[src/rtl/chunk_pixel_serializer.sv]
// Serializes 16-bit pixel chunks from a small FIFO into a 1-bit pixel stream, one pixel per pixel_en.
// Optional SERIALIZER_UNDERRUN_CNT_EN adds an 8-bit saturating count of underrun pixels.
module chunk_pixel_serializer #(
  parameter int FIFO_DEPTH  = 4,
  parameter int LINE_PIXELS = 480
) (
  input  logic        clk,
  input  logic        rst,
  input  logic [15:0] chunk_in,
  input  logic        chunk_valid,
  output logic        chunk_ready,
  input  logic        line_start,
  input  logic        pixel_en,
  output logic        pixel_on,
  output logic        line_done,
  output logic        underrun
`ifdef SERIALIZER_UNDERRUN_CNT_EN
  ,
  output logic [7:0]  underrun_count
`endif
);

  localparam int PW = $clog2(FIFO_DEPTH);
  localparam int CW = PW + 1;
  localparam int NW = $clog2(LINE_PIXELS + 1);

  typedef enum logic [1:0] {IDLE, FILL, ACTIVE, DONE} state_t;

  state_t          state_reg;
  logic [15:0]     fifo_mem [FIFO_DEPTH];
  logic [PW-1:0]   wr_ptr_reg;
  logic [PW-1:0]   rd_ptr_reg;
  logic [CW-1:0]   fifo_count_reg;
  logic [NW-1:0]   pix_cnt_reg;
  logic [3:0]      bit_idx_reg;
  logic [15:0]     shift_reg;

  logic        push;
  logic        pop;
  logic        fifo_empty;
  logic        last_pixel;
  logic [15:0] fifo_head;

  assign chunk_ready = (fifo_count_reg < CW'(FIFO_DEPTH));
  assign push        = chunk_valid && chunk_ready;
  assign fifo_empty  = (fifo_count_reg == '0);
  assign fifo_head   = fifo_mem[rd_ptr_reg];
  assign last_pixel  = (pix_cnt_reg == NW'(LINE_PIXELS - 1));

  // Pop decision; line_start and rst both suppress any pop so the FIFO is left intact.
  always_comb begin
    pop = 1'b0;
    if (!rst && !line_start) begin
      case (state_reg)
        FILL:    pop = !fifo_empty && !(pixel_en && last_pixel);
        ACTIVE:  pop = pixel_en && (bit_idx_reg == 4'd15) && !last_pixel && !fifo_empty;
        default: pop = 1'b0;
      endcase
    end
  end

  always_ff @(posedge clk) begin
    if (push && !rst) begin
      fifo_mem[wr_ptr_reg] <= chunk_in;
    end
  end

  always_ff @(posedge clk) begin
    if (rst) begin
      state_reg      <= IDLE;
      wr_ptr_reg     <= '0;
      rd_ptr_reg     <= '0;
      fifo_count_reg <= '0;
      pix_cnt_reg    <= '0;
      bit_idx_reg    <= '0;
      shift_reg      <= '0;
      pixel_on       <= 1'b0;
      line_done      <= 1'b0;
      underrun       <= 1'b0;
`ifdef SERIALIZER_UNDERRUN_CNT_EN
      underrun_count <= '0;
`endif
    end else begin
      if (push) wr_ptr_reg <= wr_ptr_reg + PW'(1);
      if (pop)  rd_ptr_reg <= rd_ptr_reg + PW'(1);
      case ({push, pop})
        2'b10:   fifo_count_reg <= fifo_count_reg + CW'(1);
        2'b01:   fifo_count_reg <= fifo_count_reg - CW'(1);
        default: fifo_count_reg <= fifo_count_reg;
      endcase

      line_done <= 1'b0;

      if (line_start) begin
        state_reg   <= FILL;
        pix_cnt_reg <= '0;
        bit_idx_reg <= '0;
        shift_reg   <= '0;
        pixel_on    <= 1'b0;
      end else begin
        case (state_reg)
          IDLE, DONE: pixel_on <= 1'b0;

          FILL: begin
            if (pixel_en) begin
              pix_cnt_reg <= pix_cnt_reg + NW'(1);
              if (fifo_empty) begin
                pixel_on <= 1'b0;
                underrun <= 1'b1;
`ifdef SERIALIZER_UNDERRUN_CNT_EN
                if (underrun_count != 8'hFF) underrun_count <= underrun_count + 8'd1;
`endif
              end else begin
                // Word arriving while pixels are already being strobed: serve bit 0 straight from the FIFO head.
                pixel_on    <= fifo_head[0];
                shift_reg   <= fifo_head;
                bit_idx_reg <= 4'd1;
                state_reg   <= ACTIVE;
              end
              if (last_pixel) begin
                line_done <= 1'b1;
                state_reg <= DONE;
              end
            end else if (!fifo_empty) begin
              shift_reg   <= fifo_head;
              bit_idx_reg <= 4'd0;
              state_reg   <= ACTIVE;
            end
          end

          ACTIVE: begin
            if (pixel_en) begin
              pixel_on    <= shift_reg[bit_idx_reg];
              pix_cnt_reg <= pix_cnt_reg + NW'(1);
              if (last_pixel) begin
                line_done <= 1'b1;
                state_reg <= DONE;
              end else if (bit_idx_reg == 4'd15) begin
                if (!fifo_empty) begin
                  shift_reg   <= fifo_head;
                  bit_idx_reg <= 4'd0;
                end else begin
                  state_reg <= FILL;
                end
              end else begin
                bit_idx_reg <= bit_idx_reg + 4'd1;
              end
            end
          end

          default: state_reg <= IDLE;
        endcase
      end
    end
  end

endmodule

[config.mk]
export PLATFORM = sky130hd
export DESIGN_NAME = chunk_pixel_serializer
export DESIGN_NICKNAME = d
export VERILOG_FILES = /design/src/rtl/chunk_pixel_serializer.sv
export SDC_FILE = /design/constraint.sdc
export NUM_CORES = 1
export LEC_CHECK = 0
export BUFFER_PORTS_ARGS = -buffer_cell sky130_fd_sc_hd__buf_2
export CAP_MARGIN = 20
export CELL_PAD_IN_SITES_DETAIL_PLACEMENT = 1
export CELL_PAD_IN_SITES_GLOBAL_PLACEMENT = 2
export CORE_MARGIN = 8
export CORE_UTILIZATION = 43
export DETAILED_ROUTE_END_ITERATION = 10
export PLACE_DENSITY = 0.83
export SLEW_MARGIN = 10
export SYNTH_ARGS = -nofsm -noshare
export SYNTH_HDL_FRONTEND = slang
export SYNTH_SLANG_ARGS = --single-unit
[constraint.sdc]
create_clock -name clk -period 3.2 [get_ports clk]
set_input_delay 0.32 -clock clk [delete_from_list [all_inputs] [get_ports clk]]
set_output_delay 0.32 -clock clk [all_outputs]
set_load 0.005 [all_outputs]
Yosys cells after proc, flatten, opt, wreduce, memory -nomap -nowiden
Memory sizes are Yosys's and may differ from the RTL's. A register that Yosys moved wholly into a read port is not among the register bits.
Cells that the tools add are included.
{ "totals": {"output_inout_bits": 4, "input_bits": 21, "n_memories": 1, "register_bits": 41, "word_cells": 104, "ramBits": 64} }
{ "mem_list": {"columns": ["memory", "depth", "width", "read_ports", "rd_ports_with_merged_regs", "wr", "line", "rtl"], "rows": [
  ["fifo_mem", 4, 16, 1, 1, 1, "30", "logic [15:0] fifo_mem [FIFO_DEPTH];"]
]} }
{ "op_classes": {"n_bitwise": 3, "eq_ne": 17, "n_addsub": 6, "order_cmp": 2, "n_reduce_logical": 29, "mux": 35} }
{ "op_table": {"columns": ["operator", "n"], "rows": [
  ["2-to-1 mux 16 bit", 4],
  ["case mux 16 bit (2 select lines)", 1],
  ["2-to-1 mux 4 bit", 6],
  ["AND reduction 4 bit", 5],
  ["2-to-1 mux 2 bit", 9],
  ["inequality test 3 bit, second input constant", 4],
  ["adder 9 x 1 -> 9 bit, second input constant", 1],
  ["equality test 9 bit, second input constant", 1],
  ["2-to-1 mux 1 bit", 9],
  ["logical AND 1 bit", 8],
  ["inequality test 2 bit, second input constant", 4],
  ["inequality test 4 bit, second input constant", 2],
  ["case mux 4 bit (2 select lines)", 1],
  ["equality test 2 bit, second input constant", 3],
  ["case mux 3 bit (2 select lines)", 1],
  ["OR reduction 2 bit", 3],
  ["zero test 1 bit", 5],
  ["less-than comparator 4 x 5 -> 1 bit, second input constant", 1],
  ["adder 2 x 1 -> 2 bit, second input constant", 2],
  ["adder 4 x 1 -> 4 bit, second input constant", 1],
  ["binary-select mux 1 bit (select 4 bit)", 1],
  ["equality test 2 x 1 -> 1 bit, second input constant", 2],
  ["equality test 4 bit, second input constant", 1],
  ["case mux 2 bit (2 select lines)", 1],
  ["other kinds (12)", 16]
]} }

Logic depth before layout (Yosys ltp)
{ "logic_depth": {"ltp_word": 8, "ltp_mapped": 11, "ltp_nobuf": 10} }

Least setup slack after synthesis
Ideal clock, no wire load.
{ "synth_path": {"kind": "reg-to-reg", "from": "reg state_reg[0]", "to": "reg fifo_count_reg[2]", "synth_period_minus_slack_ns": 2.649, "path_slack_ns": 0.551, "path_stages_with_launch": 12, "arrival_time_ns": 2.579, "required_time_ns": 3.129, "cell_sequence": "dfxtp_1 > inv_1 > ha_1 > buf_2 > a2111oi_0 > and3_1 > ha_1 > inv_1 > fa_1 > xor2_1 > or3_1 > a21oi_1"} }
{ "synth_between": {"elab_chain_cells": 5} }
{ "synth_lines": {"columns": ["element", "line", "rtl"], "rows": [
  ["start, declared", "29", "state_t state_reg;"],
  ["start signal, assigned", "70", "state_reg <= IDLE;"],
  ["start signal, assigned", "95", "state_reg <= FILL;"],
  ["start signal, assigned", "118", "state_reg <= ACTIVE;"],
  ["equality test 2 bit or equality test 2 x 1 -> 1 bit (tied branches)", "54", "case (state_reg)"],
  ["case mux 1 bit (2 select lines) (*)", "54", null],
  ["2-to-1 mux 1 bit (*)", "53", "if (!rst && !line_start) begin"],
  ["via pop", "39", "logic pop;"],
  ["equality test 2 x 1 -> 1 bit or equality test 2 bit (tied branches)", "86", "case ({push, pop})"],
  ["case mux 3 bit (2 select lines) or nonzero test 2 bit (tied branches)", null, null],
  ["end signal, assigned", "87", "2'b10: fifo_count_reg <= fifo_count_reg + CW'(1);"],
  ["end signal, assigned", "88", "2'b01: fifo_count_reg <= fifo_count_reg - CW'(1);"],
  ["end signal, assigned", "89", "default: fifo_count_reg <= fifo_count_reg;"],
  ["end, declared", "33", "logic [CW-1:0] fifo_count_reg;"]
]} }
Mark *: on every way through the listed nets, which the timed path passes. The rest lies on a longest branch.
A chain may end at the register's enable or synchronous reset.

Worst setup path after layout
Same ends and word-level chain as after synthesis.

==> qor.txt <==
Number of global-route vias before repair = 2,807
DRT Wirelength = 8520 µm
PD cells = 510 nW/µm²
Clock share of power = 31.0%
Critical Path Max Stage Delay = 540 ps
Final setup viols = 0
Hold Fails Final Rpt = 0
DP HPWL = 5830 µm
#FFs+latches synth = 107
Post-synth EDFFs = 64
Worst setup EP type = register
Peak VDD IR = 0.471 mV
Largest net degree at the start of global routing = 32
Worst setup SP type = register
Die Wd = 118 µm
CTS tree = yes
Rel. slew slack = 39.7%
Crit Path Category = register to register
Total gr overflow = 0
IO Port Bufs = 24
Design area = 4940 µm²
Leak = 1.65 nW
DRC violation count after routing = 0
Die ar. = 14,000 µm²
Gr busiest metal = met2
Slowest CP cell = a2111oi_0
Post-CTS Hold Fix Bufs = 0
Maximum buffer depth of the clock tree = 2
Final #Nets = 389
GR Layer Usage met2 = 21.3%
Switching Share = 25.0%
Post-CTS setup buffers = 0
All-Layer GR Usage = 12.8%
Prevailing post-synth register cell = edfxtp_1
Status = completed
Detailed Route Iter0 Violations = 115
Core area = 10,200 µm²
Starting Density = 44.0%
Sequential power share = 60.3%
Post-CTS sizing = 0
Max H-tree Level = 3
Total power = 2.52 mW
Vias = 2,635
Cell Int Power = 1.89 mW
Hold Crit Class = primary input to register
Detail Route Antenna Nets = 0
Comb pwr share = 8.6%
Die height = 118 µm
Distinct cells, synth = 44
Final period util = 89.8%
Arrival @ worst endpoint = 3180 ps
Setup TNS = 0 ps
Clk_lat worst skew = 370 ps
Met1 Use GR = 15.7%
Via density per instance = 5.28
Sequential share of the synthesized area = 61.8%
WL/cell = 17.1 µm
Antenna violations before repair = 0
Mapped Area = 4500 µm²
First-pass GRT wire length = 14,400 µm
RSZ-0062 raised after global routing = false
Placer Congestion = 0.796
Worst Skew = 8.70 ps
Worst Path Max Fanout = 5
Largest register FFs = 64
# diodes = 0
Max-Cap Viols = 0
Row count = 37
Post-synthesis area per instance = 13.5 µm²
Pins Over Slew Limit = 0
Psw = 0.630 mW
Fill cell count = 1,055
Syn_nets = 364
CTS clk-pin slew, worst paths = 100 ps
CTS sink cnt = 107
Area delta synth->final = 9.90%
Ys Warns = 0
FMAX = 0.348 GHz
Crit-path leading delay family = adder cells
CTS Root Cell = clkbuf_8
CTS buffer count = 9
Slew @ Worst Pin = 905 ps
Worst path bufs/invs = 2
DR pass1 iterations = 4
Boundary Pins = 25
Placed Area = 4760 µm²
Fin util = 48.3%
Fraction of layout cells with a size suffix above 1 = 18.7%
Cells along the critical path = inv_1 -> ha_1 -> a2111oi_0 -> and3_1 -> ha_1 -> inv_1 -> fa_1 -> xor2_1 -> or3_1 -> a21oi_1
GR Layer Usage met3 = 3.76%
Hold WS = 157 ps
WP data required = 3510 ps
Synthesized instance count = 333
Fin crit period = 2870 ps
Post-synth ARST share = 0%
## per-stage QoR
step	worst slack [ps]	std cells
2_1_floorplan	551	333
3_3_place_gp	428	483
3_5_place_dp	298	483
4_1_cts	281	499
5_1_grt	52.5	499
6_report	327	499
## Yosys cell counts, types with 2 or more instances
| cell type | count | area (µm²) |
|---|---|---|
| nand3_1 | 8 | 40.0 |
| inv_1 | 12 | 45.0 |
| o2111ai_1 | 2 | 17.5 |
| buf_1 | 2 | 7.51 |
| o21ai_0 | 11 | 55.1 |
| nand2b_1 | 3 | 18.8 |
| mux2i_1 | 20 | 200 |
| a221o_1 | 2 | 20.0 |
| xor2_1 | 6 | 52.6 |
| nor2_1 | 42 | 158 |
| xnor2_1 | 6 | 52.6 |
| nand4_1 | 3 | 18.8 |
| nand2_1 | 15 | 56.3 |
| nand3b_1 | 2 | 15.0 |
| a21o_1 | 3 | 22.5 |
| nor3_2 | 2 | 20.0 |
| mux4_2 | 18 | 405 |
| a2111oi_0 | 2 | 17.5 |
| ha_1 | 9 | 113 |
| nor3_1 | 3 | 15.0 |
| buf_2 | 4 | 20.0 |
| dfxtp_1 | 43 | 861 |
| clkbuf_1 | 9 | 33.8 |
| and3_1 | 4 | 25.0 |
| edfxtp_1 | 64 | 1920 |
| nor2b_1 | 2 | 12.5 |
| and2_1 | 4 | 25.0 |
| or3_1 | 4 | 25.0 |
| a21oi_1 | 10 | 50.1 |
| a31oi_1 | 4 | 25.0 |
## cells in the final DEF (no fill, tap or decap), drive strengths merged, types with 5 or more instances in the layout
| master | count |
|---|---|
| edfxtp | 64 |
| dfxtp | 43 |
| nor2 | 42 |
| buf | 30 |
| mux2i | 20 |
| mux4 | 18 |
| nand2 | 15 |
| inv | 15 |
| o21ai | 11 |
| a21oi | 11 |
| clkbuf | 10 |
| ha | 9 |
| nand3 | 9 |
| xor2 | 6 |
| xnor2 | 6 |
| nor3 | 5 |
## worst paths after layout
kind | from | endpoint | slack [ps] | cells after the start
setup / recovery | state_reg[0] | fifo_count_reg[2] | 330 | 10
setup reg to reg | state_reg[0] | fifo_count_reg[2] | 330 | 10
hold / removal | chunk_in[6] | fifo_mem[3][6] | 160 | 1
hold reg to reg | pix_cnt_reg[1] | pix_cnt_reg[1] | 490 | 2
## worst reg2reg max path: cells and delay by family, from the launching register on
| kind | cells | cell delay [ps] |
|---|---|---|
| flip-flops | 1 | 370 |
| XOR/XNOR | 1 | 160 |
| AND/OR/NAND/NOR | 2 | 580 |
| buffers and inverters | 2 | 120 |
| AO/OA/AOI/OAI | 2 | 680 |
| adder cells (fa/ha/maj) | 3 | 920 |
## layer usage
| layer | wire, µm | vias to the layer above |
|---|---|---|
| met1 | 3950 | 1318 |
| met4 | 93 | 0 |
| met5 | 0 | - |
| met3 | 268 | 9 |
| met2 | 4210 | 31 |
| li1 | - | 1277 |
## cells by family (layout without fill, tap and decap cells)
logic type,Yosys count,in the layout,synth area share [%]
xor+xnor,12,12,2.34
compound gates,40,40,6.03
buf+inv,28,58,2.70
mux,38,38,13.5
simple gates,98,98,10.7
fa+ha+maj,10,10,2.95
flops,107,107,61.8
## power groups by stage
stage                     sequential, mW  clock, mW  combinational (mW)
final                               1.52      0.782               0.218
after global routing                1.53      0.847               0.245
after floorplan                     1.55          0               0.159
after detailed placement            1.55          0               0.222
after global placement              1.55          0               0.215
after CTS                           1.52      0.804               0.222
## layout make-up
type                       count  area, µm²  area share (%)
timing repair buffer          30        165            3.34
clock buffer                  10        128            2.58
sequential                   107       2780            56.3
tap                          136        170            3.44
multi-input combinational    198       1600            32.3
inverter                      12       45.0           0.911
clock inverter                 6       58.8            1.19
(Power assumes the default switching activity.)
